$ cat src/rtl/semaforo_monitor.sv
// Passive checker for the A/B lamp interface: decodes phases, checks legality, order and dwell.
// Define SEMAFORO_MON_CYCLE_COUNT_EN to build the ciclos_a counter; otherwise it is tied to 0.
module semaforo_monitor #(
    parameter int unsigned T_VERDE    = 10,
    parameter int unsigned T_AMARELO  = 3,
    parameter int unsigned T_VERMELHO = 8,
    parameter int unsigned TOL        = 1,
    parameter int unsigned CNT_W      = 9,
    parameter bit          CHK_LONG_B = 1'b0
) (
    input  logic       clk,
    input  logic       rst,
    input  logic [2:0] A,
    input  logic [2:0] B,
    input  logic       err_clr,
    output logic [1:0] phase_a,
    output logic [1:0] phase_b,
    output logic       err_valid,
    output logic       err_chan,
    output logic [2:0] err_code,
    output logic       err_sticky,
    output logic [7:0] ciclos_a,
    output logic       sync_ab
);

    typedef enum logic [1:0] {
        StVerde    = 2'd0,
        StAmarelo  = 2'd1,
        StVermelho = 2'd2,
        StUnk      = 2'd3
    } phase_t;

    typedef struct packed {
        phase_t           st;
        logic [CNT_W-1:0] dwell;
        logic             partial;
        logic             long_done;
    } trk_t;

    localparam logic [2:0] ENone     = 3'd0;
    localparam logic [2:0] EBadCode  = 3'd1;
    localparam logic [2:0] EBadTrans = 3'd2;
    localparam logic [2:0] EShort    = 3'd3;
    localparam logic [2:0] ELong     = 3'd4;

    localparam trk_t TrkRst = '{st: StUnk, dwell: '0, partial: 1'b1, long_done: 1'b0};

    function automatic phase_t decode(input logic [2:0] code);
        unique case (code)
            3'b100:  decode = StVerde;
            3'b010:  decode = StAmarelo;
            3'b001:  decode = StVermelho;
            default: decode = StUnk;
        endcase
    endfunction

    function automatic phase_t next_of(input phase_t ph);
        case (ph)
            StVerde:    next_of = StAmarelo;
            StAmarelo:  next_of = StVermelho;
            StVermelho: next_of = StVerde;
            default:    next_of = StUnk;
        endcase
    endfunction

    function automatic logic [CNT_W-1:0] t_min(input phase_t ph);
        case (ph)
            StVerde:   t_min = CNT_W'(T_VERDE);
            StAmarelo: t_min = CNT_W'(T_AMARELO);
            default:   t_min = CNT_W'(T_VERMELHO);
        endcase
    endfunction

    function automatic trk_t trk_next(input trk_t cur, input logic [2:0] code,
                                      input logic long_en, output logic [2:0] ecode);
        phase_t ph;
        trk_t   nxt;
        ph    = decode(code);
        nxt   = cur;
        ecode = ENone;
        if (ph == StUnk) begin
            // Only the entry into UNK is reported; a held illegal code stays quiet
            if (cur.st != StUnk) ecode = EBadCode;
            nxt = TrkRst;
        end else if (cur.st == StUnk) begin
            nxt = '{st: ph, dwell: CNT_W'(1), partial: 1'b1, long_done: 1'b0};
        end else if (ph == cur.st) begin
            if (cur.dwell != '1) nxt.dwell = cur.dwell + 1'b1;
            if (!cur.partial && !cur.long_done && long_en &&
                nxt.dwell >= t_min(cur.st) + CNT_W'(TOL + 1)) begin
                ecode         = ELong;
                nxt.long_done = 1'b1;
            end
        end else begin
            if (ph == next_of(cur.st)) begin
                if (!cur.partial && cur.dwell < t_min(cur.st)) ecode = EShort;
                nxt.partial = 1'b0;
            end else begin
                ecode       = EBadTrans;
                nxt.partial = 1'b1;
            end
            nxt.st        = ph;
            nxt.dwell     = CNT_W'(1);
            nxt.long_done = 1'b0;
        end
        return nxt;
    endfunction

    trk_t       trk_a_q, trk_a_d, trk_b_q, trk_b_d;
    logic [2:0] ecode_a, ecode_b, err_sel;
    logic       err_hit, long_en_b;
    logic       err_valid_q, err_chan_q, err_sticky_q;
    logic [2:0] err_code_q;

    always_ff @(posedge clk or negedge rst) begin
        if (!rst) begin
            trk_a_q <= TrkRst;
            trk_b_q <= TrkRst;
        end else begin
            trk_a_q <= trk_a_d;
            trk_b_q <= trk_b_d;
        end
    end

    always_comb begin
        long_en_b = CHK_LONG_B || (trk_b_q.st != StVerde);
        trk_a_d   = trk_next(trk_a_q, A, 1'b1, ecode_a);
        trk_b_d   = trk_next(trk_b_q, B, long_en_b, ecode_b);
        err_hit   = (ecode_a != ENone) || (ecode_b != ENone);
        err_sel   = (ecode_a != ENone) ? ecode_a : ecode_b;
    end

    // An error arriving with err_clr wins and becomes the newly latched first error
    always_ff @(posedge clk or negedge rst) begin
        if (!rst) begin
            err_valid_q  <= 1'b0;
            err_chan_q   <= 1'b0;
            err_code_q   <= ENone;
            err_sticky_q <= 1'b0;
        end else begin
            err_valid_q <= err_hit;
            if (err_hit) err_chan_q <= (ecode_a == ENone);
            if (err_hit && (!err_sticky_q || err_clr)) begin
                err_code_q   <= err_sel;
                err_sticky_q <= 1'b1;
            end else if (err_clr) begin
                err_code_q   <= ENone;
                err_sticky_q <= 1'b0;
            end
        end
    end

`ifdef SEMAFORO_MON_CYCLE_COUNT_EN
    logic [7:0] ciclos_q;
    always_ff @(posedge clk or negedge rst) begin
        if (!rst) begin
            ciclos_q <= 8'd0;
        end else if (trk_a_q.st == StVermelho && trk_a_d.st == StVerde) begin
            ciclos_q <= ciclos_q + 8'd1;
        end
    end
    assign ciclos_a = ciclos_q;
`else
    assign ciclos_a = 8'd0;
`endif

    always_comb begin
        phase_a    = trk_a_q.st;
        phase_b    = trk_b_q.st;
        sync_ab    = (trk_a_q.st == trk_b_q.st) && (trk_a_q.st != StUnk);
        err_valid  = err_valid_q;
        err_chan   = err_chan_q;
        err_code   = err_code_q;
        err_sticky = err_sticky_q;
    end

endmodule
$ cat config.mk
export PLATFORM = sky130hd
export DESIGN_NAME = semaforo_monitor
export DESIGN_NICKNAME = d
export VERILOG_FILES = /design/src/rtl/semaforo_monitor.sv
export SDC_FILE = /design/constraint.sdc
export NUM_CORES = 1
export LEC_CHECK = 0
export ABC_CLOCK_PERIOD_IN_PS = 3270
export CAP_MARGIN = 20
export CORE_ASPECT_RATIO = 1.25
export CORE_MARGIN = 1
export CORE_UTILIZATION = 35
export DETAILED_ROUTE_END_ITERATION = 10
export SETUP_SLACK_MARGIN = 0.4
export SLEW_MARGIN = 25
export SYNTH_ARGS = -nofsm -noshare
export SYNTH_HDL_FRONTEND = slang
export SYNTH_SLANG_ARGS = --single-unit
$ cat constraint.sdc
create_clock -name clk -period 3.27 [get_ports clk]
set_clock_uncertainty 0.2 [all_clocks]
set_input_delay 0.327 -clock clk [delete_from_list [all_inputs] [get_ports clk]]
set_output_delay 0.327 -clock clk [all_outputs]
set_load 0.02 [all_outputs]
# --- Word level (Yosys, flattened, before mapping) ---
# Cells that the tools add are included.
op_classes:
  add_sub_neg: 4
  order_cmp: 4
  n_eq_ne: 27
  muxes: 69
  n_reduce_logical: 23
ops:
  columns: ["cell", "n"]
  rows:
  - ["2-to-1 mux 9 bit", 24]
  - ["2-to-1 mux 13 bit", 4]
  - ["2-to-1 mux 3 bit", 13]
  - ["one-hot mux 2 bit (3 select lines)", 4]
  - ["2-to-1 mux 2 bit", 10]
  - ["adder 9 x 1 -> 9 bit (second input constant)", 2]
  - ["adder 9 x 2 -> 9 bit (second input constant)", 2]
  - [">= comparator 9 bit", 2]
  - ["< comparator 9 bit", 2]
  - ["!= test 9 bit (second input constant)", 2]
  - ["one-hot mux 4 bit (2 select lines)", 2]
  - ["equality test 2 bit (second input constant)", 6]
  - ["2-to-1 mux 1 bit", 12]
  - ["equality test 2 bit", 5]
  - ["logical AND 1 bit", 9]
  - ["!= test 4 x 3 -> 1 bit (second input constant)", 2]
  - ["equality test 3 x 1 -> 1 bit (second input constant)", 2]
  - ["equality test 3 x 2 -> 1 bit (second input constant)", 2]
  - ["equality test 3 bit (second input constant)", 2]
  - ["!= test 3 bit (second input constant)", 2]
  - ["nonzero test 3 bit", 2]
  - ["zero test 1 bit", 5]
  - ["equality test 2 x 1 -> 1 bit (second input constant)", 2]
  - ["zero test 2 bit", 2]
  - ["4 further kinds", 7]
word_totals:
  ff_bits: 32
  output_inout_bits: 19

# --- Logic depth before layout (Yosys ltp) ---
# Gate-level depths: netlist (run 1).
depth:
  ltp_word: 22
  mapped_depth: 12
  depth_no_buf: 12

# --- Least setup slack after synthesis (run 1) ---
# OpenSTA, ideal clock, no wires.
synth_path:
  kind: "flip-flop to flip-flop"
  from: "reg trk_a_q[2] (netlist name)"
  to: "reg err_chan_q, in the netlist err_chan"
  setup_ps: 119
  t_arrival_ps: 3006
  required_ps: 2951
  slack_ps: -55
  path_stages_with_launch: 12
  n_path_buf: 0
  cell_sequence: "dfrtp_1 -> ha_1 -> nand4_1 -> nor2_1 -> mux2_2 -> ha_1 -> a21o_1 -> a21o_1 -> a2111oi_4 -> o21ai_2 -> or3_4 -> o21a_1"
synth_between:
  elab_chain_cells: 13
  word_cells_on_any_way: 19
synth_lines:
  columns: ["item", "line", "rtl"]
  rows:
  - ["start, declared", "109", "trk_t trk_a_q, trk_a_d, trk_b_q, trk_b_d;"]
  - ["start signal, assigned", "117", "trk_a_q <= TrkRst;"]
  - ["start signal, assigned", "120", "trk_a_q <= trk_a_d;"]
  - ["adder 9 x 1 -> 9 bit / != test 9 bit (equally long branches)", "88", "if (cur.dwell != '1) nxt.dwell = cur.dwell + 1'b1;"]
  - ["2-to-1 mux 9 bit", "88", null]
  - ["2-to-1 mux 9 bit", "87", "end else if (ph == cur.st) begin"]
  - ["2-to-1 mux 9 bit", "85", "end else if (cur.st == StUnk) begin"]
  - ["2-to-1 mux 9 bit", "81", "if (ph == StUnk) begin"]
  - [">= comparator 9 bit", "90", "nxt.dwell >= t_min(cur.st) + CNT_W'(TOL + 1)) begin"]
  - ["logical AND 1 bit", "89", "if (!cur.partial && !cur.long_done && long_en &&"]
  - ["2-to-1 mux 3 bit", "89", null]
  - ["2-to-1 mux 3 bit *", "87", null]
  - ["2-to-1 mux 3 bit *", "85", null]
  - ["2-to-1 mux 3 bit *", "81", null]
  - ["nonzero test 3 bit *", "129", "err_hit = (ecode_a != ENone) || (ecode_b != ENone);"]
  - ["logical OR 1 bit *", "129", null]
  - ["named net err_hit", "111", "logic err_hit, long_en_b;"]
  - ["end signal, assigned", "142", "if (err_hit) err_chan_q <= (ecode_a == ENone);"]
  - ["end, declared", "112", "logic err_valid_q, err_chan_q, err_sticky_q;"]
# Mark *: on every way through the listed nets, which the timed path passes. The rest lies on a longest branch. The select of a mux whose other input is x is not followed.
# A chain may end at the register's enable or synchronous reset.

# --- Final worst setup path (run 1) ---
layout_path:
  from: "reg trk_a_q[3] (netlist name)"
  to: "reg err_chan_q, in the netlist err_chan"
# The elaborated chain is that of the path after synthesis.

==> results of run 1 <==
-- layer usage --
metal,wire length [um],vias up
met1,2840,1091
met3,148,5
li1,-,1149
met5,0,-
met4,82,0
met2,3200,34
-- critical path: cells and delay by family, from the launching register on --
kind / cells / cell delay, ns
AND/OR/NAND/NOR: 4 / 0.86
adder cells (fa/ha/maj): 2 / 0.44
AO/OA/AOI/OAI: 5 / 0.96
flip-flops: 1 / 0.36
XOR/XNOR: 1 / 0.18
-- cells in the final DEF (no fill, tap or decap), types with 5 or more instances in the layout --
cell,instances
dfstp_2,6
nand4_1,5
nand2b_1,9
nand2_1,14
and4_1,5
a21o_1,6
nor3_1,8
xnor2_1,8
buf_4,57
xor2_1,6
nor2_1,21
ha_1,17
conb_1,8
a21oi_1,9
inv_1,9
o21ai_0,8
dfrtp_1,25
clkdlybuf4s50_1,19
clkbuf_8,5
-- flip-flops by register name (all words and copies together) (netlist names) --
name and count:
trk_a_q 11, trk_b_q 11, err_code 3, phase_a 2, phase_b 2, err_chan 1, err_sticky 1, err_valid 1
-- cells in the mapped netlist, types with 2 or more instances --
| cell type | count | area [um2] |
|---|---|---|
| a211o_1 | 3 | 26.3 |
| a211oi_1 | 2 | 15.0 |
| a21o_1 | 6 | 45.0 |
| a21oi_1 | 13 | 65.1 |
| a311o_1 | 2 | 20.0 |
| a31oi_1 | 3 | 18.8 |
| and2_1 | 3 | 18.8 |
| and2b_2 | 4 | 35.0 |
| and3_1 | 3 | 18.8 |
| and4_1 | 5 | 43.8 |
| buf_2 | 6 | 30.0 |
| buf_4 | 12 | 90.1 |
| buf_6 | 3 | 33.8 |
| dfrtp_1 | 26 | 651 |
| dfstp_2 | 6 | 158 |
| ha_1 | 20 | 250 |
| inv_1 | 11 | 41.3 |
| mux2_2 | 2 | 22.5 |
| nand2_1 | 14 | 52.6 |
| nand2b_1 | 11 | 68.8 |
| nand3_1 | 2 | 10.0 |
| nand3b_1 | 2 | 15.0 |
| nand4_1 | 5 | 31.3 |
| nor2_1 | 22 | 82.6 |
| nor2b_1 | 3 | 18.8 |
| nor3_1 | 8 | 40.0 |
| nor3b_1 | 2 | 15.0 |
| nor4_1 | 3 | 18.8 |
| nor4b_1 | 2 | 17.5 |
| nor4b_2 | 2 | 30.0 |
| nor4bb_1 | 2 | 20.0 |
| o21a_1 | 4 | 30.0 |
| o21ai_0 | 9 | 45.0 |
| o221ai_1 | 2 | 17.5 |
| o22ai_1 | 2 | 12.5 |
| or2_2 | 4 | 25.0 |
| or3_4 | 2 | 22.5 |
| or3b_1 | 2 | 17.5 |
| or4_1 | 2 | 15.0 |
| xnor2_1 | 8 | 70.1 |
| xor2_1 | 8 | 70.1 |
-- worst max path at each step --
stage | end | depth (start not counted)
floorplan | err_code[2]$_DFFE_PN0P_ | 12
global placement | err_code[2]$_DFFE_PN0P_ | 12
detailed placement | err_code[2]$_DFFE_PN0P_ | 12
CTS | err_chan$_DFFE_PN0P_ | 12
finish | err_chan$_DFFE_PN0P_ | 12
global route | err_chan$_DFFE_PN0P_ | 12
-- cell families (layout without fill, tap and decap cells) --
logic type	after synthesis	count (layout)	share of synthesized area [%]
other cells	1	8	0.142
buf+inv	33	97	7.55
xor+xnor	16	16	5.32
compound gates	66	66	19.8
mux	2	2	0.855
flops	32	32	30.7
fa+ha+maj	21	21	9.88
simple gates	109	109	25.8
-- stage by stage --
| step | hold WS [ns] | setup WS, ns | power (mW) | util (%) |
|---|---|---|---|---|
| floorplan | -0.169 | 0.166 | 0.691 | - |
| global placement | 0.267 | 0.0467 | 0.797 | 41.8 |
| detailed placement | 0.273 | 0.0387 | 0.800 | 41.8 |
| CTS | 0.272 | 0.170 | 1.23 | 46.2 |
| global route | 0.318 | -0.00202 | 1.31 | 47.9 |
| finish | 0.247 | 0.148 | 1.24 | 47.9 |
-- cell type report --
type,instances,area (um2),share of cell area [%]
well taps,92,115,3.29
clock inverters,2,35.0,1.00
flip-flops and latches,32,810,23.1
multi-input cells,222,1790,51.1
repair buffers,78,641,18.3
inverters,11,41.3,1.18
clock buffers,6,72.6,2.07
-- power by group --
| part | internal, mW | switching, mW |
|---|---|---|
| sequential | 0.425 | 0.0170 |
| combinational | 0.215 | 0.204 |
| clock | 0.226 | 0.156 |
-- repair_timing --
action / CTS / global route
buffers inserted: 21 / 9
gates resized for setup: 12 / 11
hold buffers: 0 / 0
endpoints found under the setup margin: 7 / 8
pin swaps: 11 / 9
cloned: 0 / 0
endpoints found under the hold margin: 0 / 0
==> metrics.txt, run 1 <==
# placed instances=about 410; Max Fclk=between 300 and 400 MHz; Area growth, synth to finish=33.0%; Core Box Area=roughly 7300 um2; drt wl/cell=~14 um; largest net degree at the start of global routing=33; asr flop ratio synth=100%; sequential share of the synthesized area=between 30% and 40%; CP most frequent cell=a21o_1; Slew Viols, Final=0; filler instances=roughly 680; Clock transition at path regs=about 0.070 ns; M3 GR Usage=2.59%; final setup fails=0; site row count=35; CTS Buf Count=5; # IOs=28; Critical Path RT=between 3 and 4 ns; worst setup path startpoint=trk_a_q[3]$_DFF_PN0_; Critical R2R Launch=trk_a_q[3]$_DFF_PN0_; CTS Root Cell=clkbuf_8; routing usage on met1=between 20% and 30%; Total GRT Usage=16.4%; first-pass GRT wire length=~10000 um; status=finished, final reports clean; setup TNS=0 ns; crit-path max FO=3; Clock Sinks=32; vias in the first global route=2248; synthesized area=2640 um2; count of cell types in the netlist=70; initial antenna violation count=0; die area=7880 um2; drt initial violations=101; Cell Chain, Critical Path=ha_2 > nand4_1 > nor2_4 > xor2_2 > ha_1 > nand2b_4 > a21o_1 > a21o_1 > a2111oi_4 > o21ai_2 > or3_4 > o21a_1; LEAKAGE=between 1.5 and 2 nW; Max IR drop VDD=between 0.0002 and 0.0003 V; synth warn=0; Skew-Pair Late Insertion Delay=approximately 0.29 ns; cell area after layout=3500 um2; CP peak stage delay=between 0.3 and 0.4 ns; Seq cells post-synth=32; Final Non-Filler Cells=around 440; ant diodes=0; reg2reg end=err_chan$_DFFE_PN0P_; fin nets=around 380; Cells after Synth=280; Syn Area/Cell=9.41 um2; startpoint types=register; RSZ-0062 raised after global routing=true; Vias=between 2000 and 2500; # DRC=0; placed inst area=3060 um2; Max-Cap Viols=0; H-tree depth=2; Longest Clk Path Bufs=2; critical path class=register to register; ys flop type=dfrtp_1; DIE HEIGHT=99.0 um; Post-synth EDFFs=0; DRT Pass-1 Iters=4; Final period util=around 95%; R2R depth=12; CTS tree=done; WP data arrival=a little over 3 ns; grt met2 use=27.7%; Fin. Hold Viols=0; Die W=79.6 um; Vias per Instance=approximately 5.1; share of cells above drive strength 1=between 30% and 40%; grt total ovfl=0; PortBufs=19; Cell Pwr Density=~350 nW/um2; master of the slowest instance on the critical path=dfrtp_1; Detail Placement HPWL=approximately 4300 um; R2R Setup Slk=0.15 ns; CP Capture Type=register; GR peak layer=met2; Routed Antenna Nets=0; initial core utilization=between 30 and 40%; Placer Congestion=between 0.8 and 0.9; post-layout min period=between 3 and 4 ns; Hold Path Class=input pin to async pin; DRT Wirelength=between 6000 and 7000 um
Power figures use the tool's default switching activity.
==> run 2: changes to the inputs <==
--- a/config.mk
+++ b/config.mk
@@ -11,6 +11,7 @@
 export CORE_MARGIN = 1
 export CORE_UTILIZATION = 35
 export DETAILED_ROUTE_END_ITERATION = 10
+export PLACE_DENSITY = 0.58
 export SETUP_SLACK_MARGIN = 0.4
 export SLEW_MARGIN = 25
 export SYNTH_ARGS = -nofsm -noshare
==> run 2 against run 1 <==
Compared with the run above: clock-buffer cell count decreased by 1; largest power group unchanged; cell count down 2.3%; maximum frequency shrank 0.21%; largest cell class unchanged; critical path type unchanged; combinational power down 3%.
==> metrics.txt, run 2 (synthesized netlist as in run 1, its figures left out) <==
status=finished, final reports clean (unchanged); CP most frequent cell=a21o_1 (unchanged); CTS Root Cell=clkbuf_8 (unchanged); WP data arrival=3.11 ns (was 3.09 ns); initial core utilization=36.0% (unchanged); commonest non-fill, non-tap cell in the layout=buf_4 (unchanged); Cell Chain, Critical Path=ha_2 > nand4_1 > nor2_4 > mux2_4 > ha_4 > a21o_1 > a21o_1 > a2111oi_4 > o21ai_2 > or3_4 > o21a_1 (was ha_2 > nand4_1 > nor2_4 > xor2_2 > ha_1 > nand2b_4 > a21o_1 > a21o_1 > a2111oi_4 > o21ai_2 > or3_4 > o21a_1); final setup fails=0 (unchanged); drt initial violations=120 (was 101); initial antenna violation count=0 (unchanged); grt total ovfl=0 (unchanged); Area growth, synth to finish=30.9% (was 33.0%); ant diodes=0 (unchanged); # DRC=0 (unchanged); Core Util, Final=47.2% (was 47.9%); DRT Pass-1 Iters=4 (unchanged); largest net degree at the start of global routing=33 (unchanged); Max IR drop VDD=0.000154 V (was 0.000272 V); Placer Congestion=0.828 (was 0.853); CP Capture Type=register (unchanged); Hold Path Class=input pin to async pin (unchanged); vias in the first global route=2432 (was 2248); Crit path max-delay family=compound AO/OA/AOI/OAI gates (unchanged); Final period util=95.7% (was 95.5%); Critical Path RT=3.25 ns (was 3.24 ns); Slew Viols, Final=0 (unchanged); Core Box Area=7310 um2 (unchanged); Max Fclk=320 MHz (about the same); Worst Path Buf+Inv=0 (unchanged); critical path class=register to register (unchanged); Fin. Hold Viols=0 (unchanged); Detail Placement HPWL=4840 um (was 4280 um); fin nets=369 (was 379); # IOs=28 (unchanged); register area=810 um2 (unchanged); site row count=35 (unchanged); LEAKAGE=1.56 nW (was 1.60 nW); die area=7880 um2 (unchanged); post-layout min period=3.13 ns (was 3.12 ns); Total GRT Usage=18.2% (was 16.4%); PortBufs=19 (unchanged); Max-Cap Viols=0 (unchanged); Clock transition at path regs=0.09 ns (was 0.07 ns); DIE HEIGHT=99.0 um (unchanged); Die W=79.6 um (unchanged); area of the multi-input gates=1810 um2 (was 1790 um2); filler instances=696 (was 676); Cell Pwr Density=361 nW/um2 (was 355 nW/um2); RSZ-0062 raised after global routing=true (unchanged); H-tree depth=2 (unchanged); cts hold-fix bufs=0 (unchanged); share of cells above drive strength 1=31.7% (was 33.6%); first-pass GRT wire length=11200 um (was 10100 um); crit-path max FO=4 (was 3); Hold WS=0.252 ns (was 0.247 ns); master of the slowest instance on the critical path=or3_4 (was dfrtp_1); CP peak stage delay=0.36 ns (about the same); DRT Wirelength=6730 um (was 6270 um); Vias per Instance=5.36 (was 5.14); Routed Antenna Nets=0 (unchanged); most frequent cells in the layout=48 x buf_4, 25 x dfrtp_1, 21 x nor2_1 (was 57 x buf_4, 25 x dfrtp_1, 21 x nor2_1); Vias=2322 (was 2279); Longest Clk Path Bufs=2 (unchanged); startpoint types=register (unchanged); drt wl/cell=15.5 um (was 14.2 um); Skew-Pair Late Insertion Delay=0.30 ns (was 0.29 ns); CTS Buf Count=5 (unchanged); CTS tree=done (unchanged); Clock Sinks=32 (unchanged)
## run 2: cell count changes in the layout (fill, tap and decap cells not counted), sizes merged
cell	delta
buf	-10
clkbuf	-1
clkinvlp	+1
## run 2: what timing repair did
item,4_1_cts,5_1_grt
setup buffers,13,3
setup endpoints to repair,7,8
gates resized for setup,14,10
pin swaps,12,6
## run 2: metal layers
layer  vias up  track usage (%)  share of wire, %
met2        48             33.5                53
met4         0             10.6               4.1
met5         -                0                 0
met1      1127             19.0                40
met3        20             3.06               2.6
li1       1127                -                 -
## run 2: through the flow
stage               worst slack, ns  std cells  total power [mW]  setup TNS (ns)  cell area (um2)
detailed placement           0.0103        409             0.807               0             3090
floorplan                     0.166        287             0.691               0             2690
global placement             0.0815        409             0.804               0             3090
finish                        0.142        433              1.24               0             3450
global route               -0.00587        433              1.31        -0.00587             3450
CTS                           0.125        430              1.24               0             3360
## run 2: power breakdown
part	switching, mW	total (mW)	internal, mW
combinational	0.201	0.406	0.204
sequential	0.0172	0.442	0.424
clock	0.172	0.397	0.226
total	0.390	1.24	0.855
## run 2: worst paths after layout
check / start / endpoint / slack [ns] / cells after the start
worst max register to register: trk_a_q[3]$_DFF_PN0_ / err_chan$_DFFE_PN0P_ / 0.14 / 11
worst max-delay path: trk_a_q[3]$_DFF_PN0_ / err_chan$_DFFE_PN0P_ / 0.14 / 11
worst min-delay path: rst / trk_b_q[5]$_DFF_PN0_ / 0.25 / 2
max in group asynchronous: rst / trk_a_q[1]$_DFFE_PN1P_ / 2.26 / 2
min in group clk: trk_b_q[0]$_DFFE_PN0P_ / trk_b_q[0]$_DFFE_PN0P_ / 0.28 / 1
worst min register to register: trk_b_q[0]$_DFFE_PN0P_ / trk_b_q[0]$_DFFE_PN0P_ / 0.28 / 1
## run 2: final cells by class
type	instances	share of cell area, %
clock buffer	5	2.00
clock inverter	3	1.23
inverter	11	1.20
multi-input combinational	222	52.5
sequential	32	23.5
tap	92	3.34
timing repair buffer	68	16.3
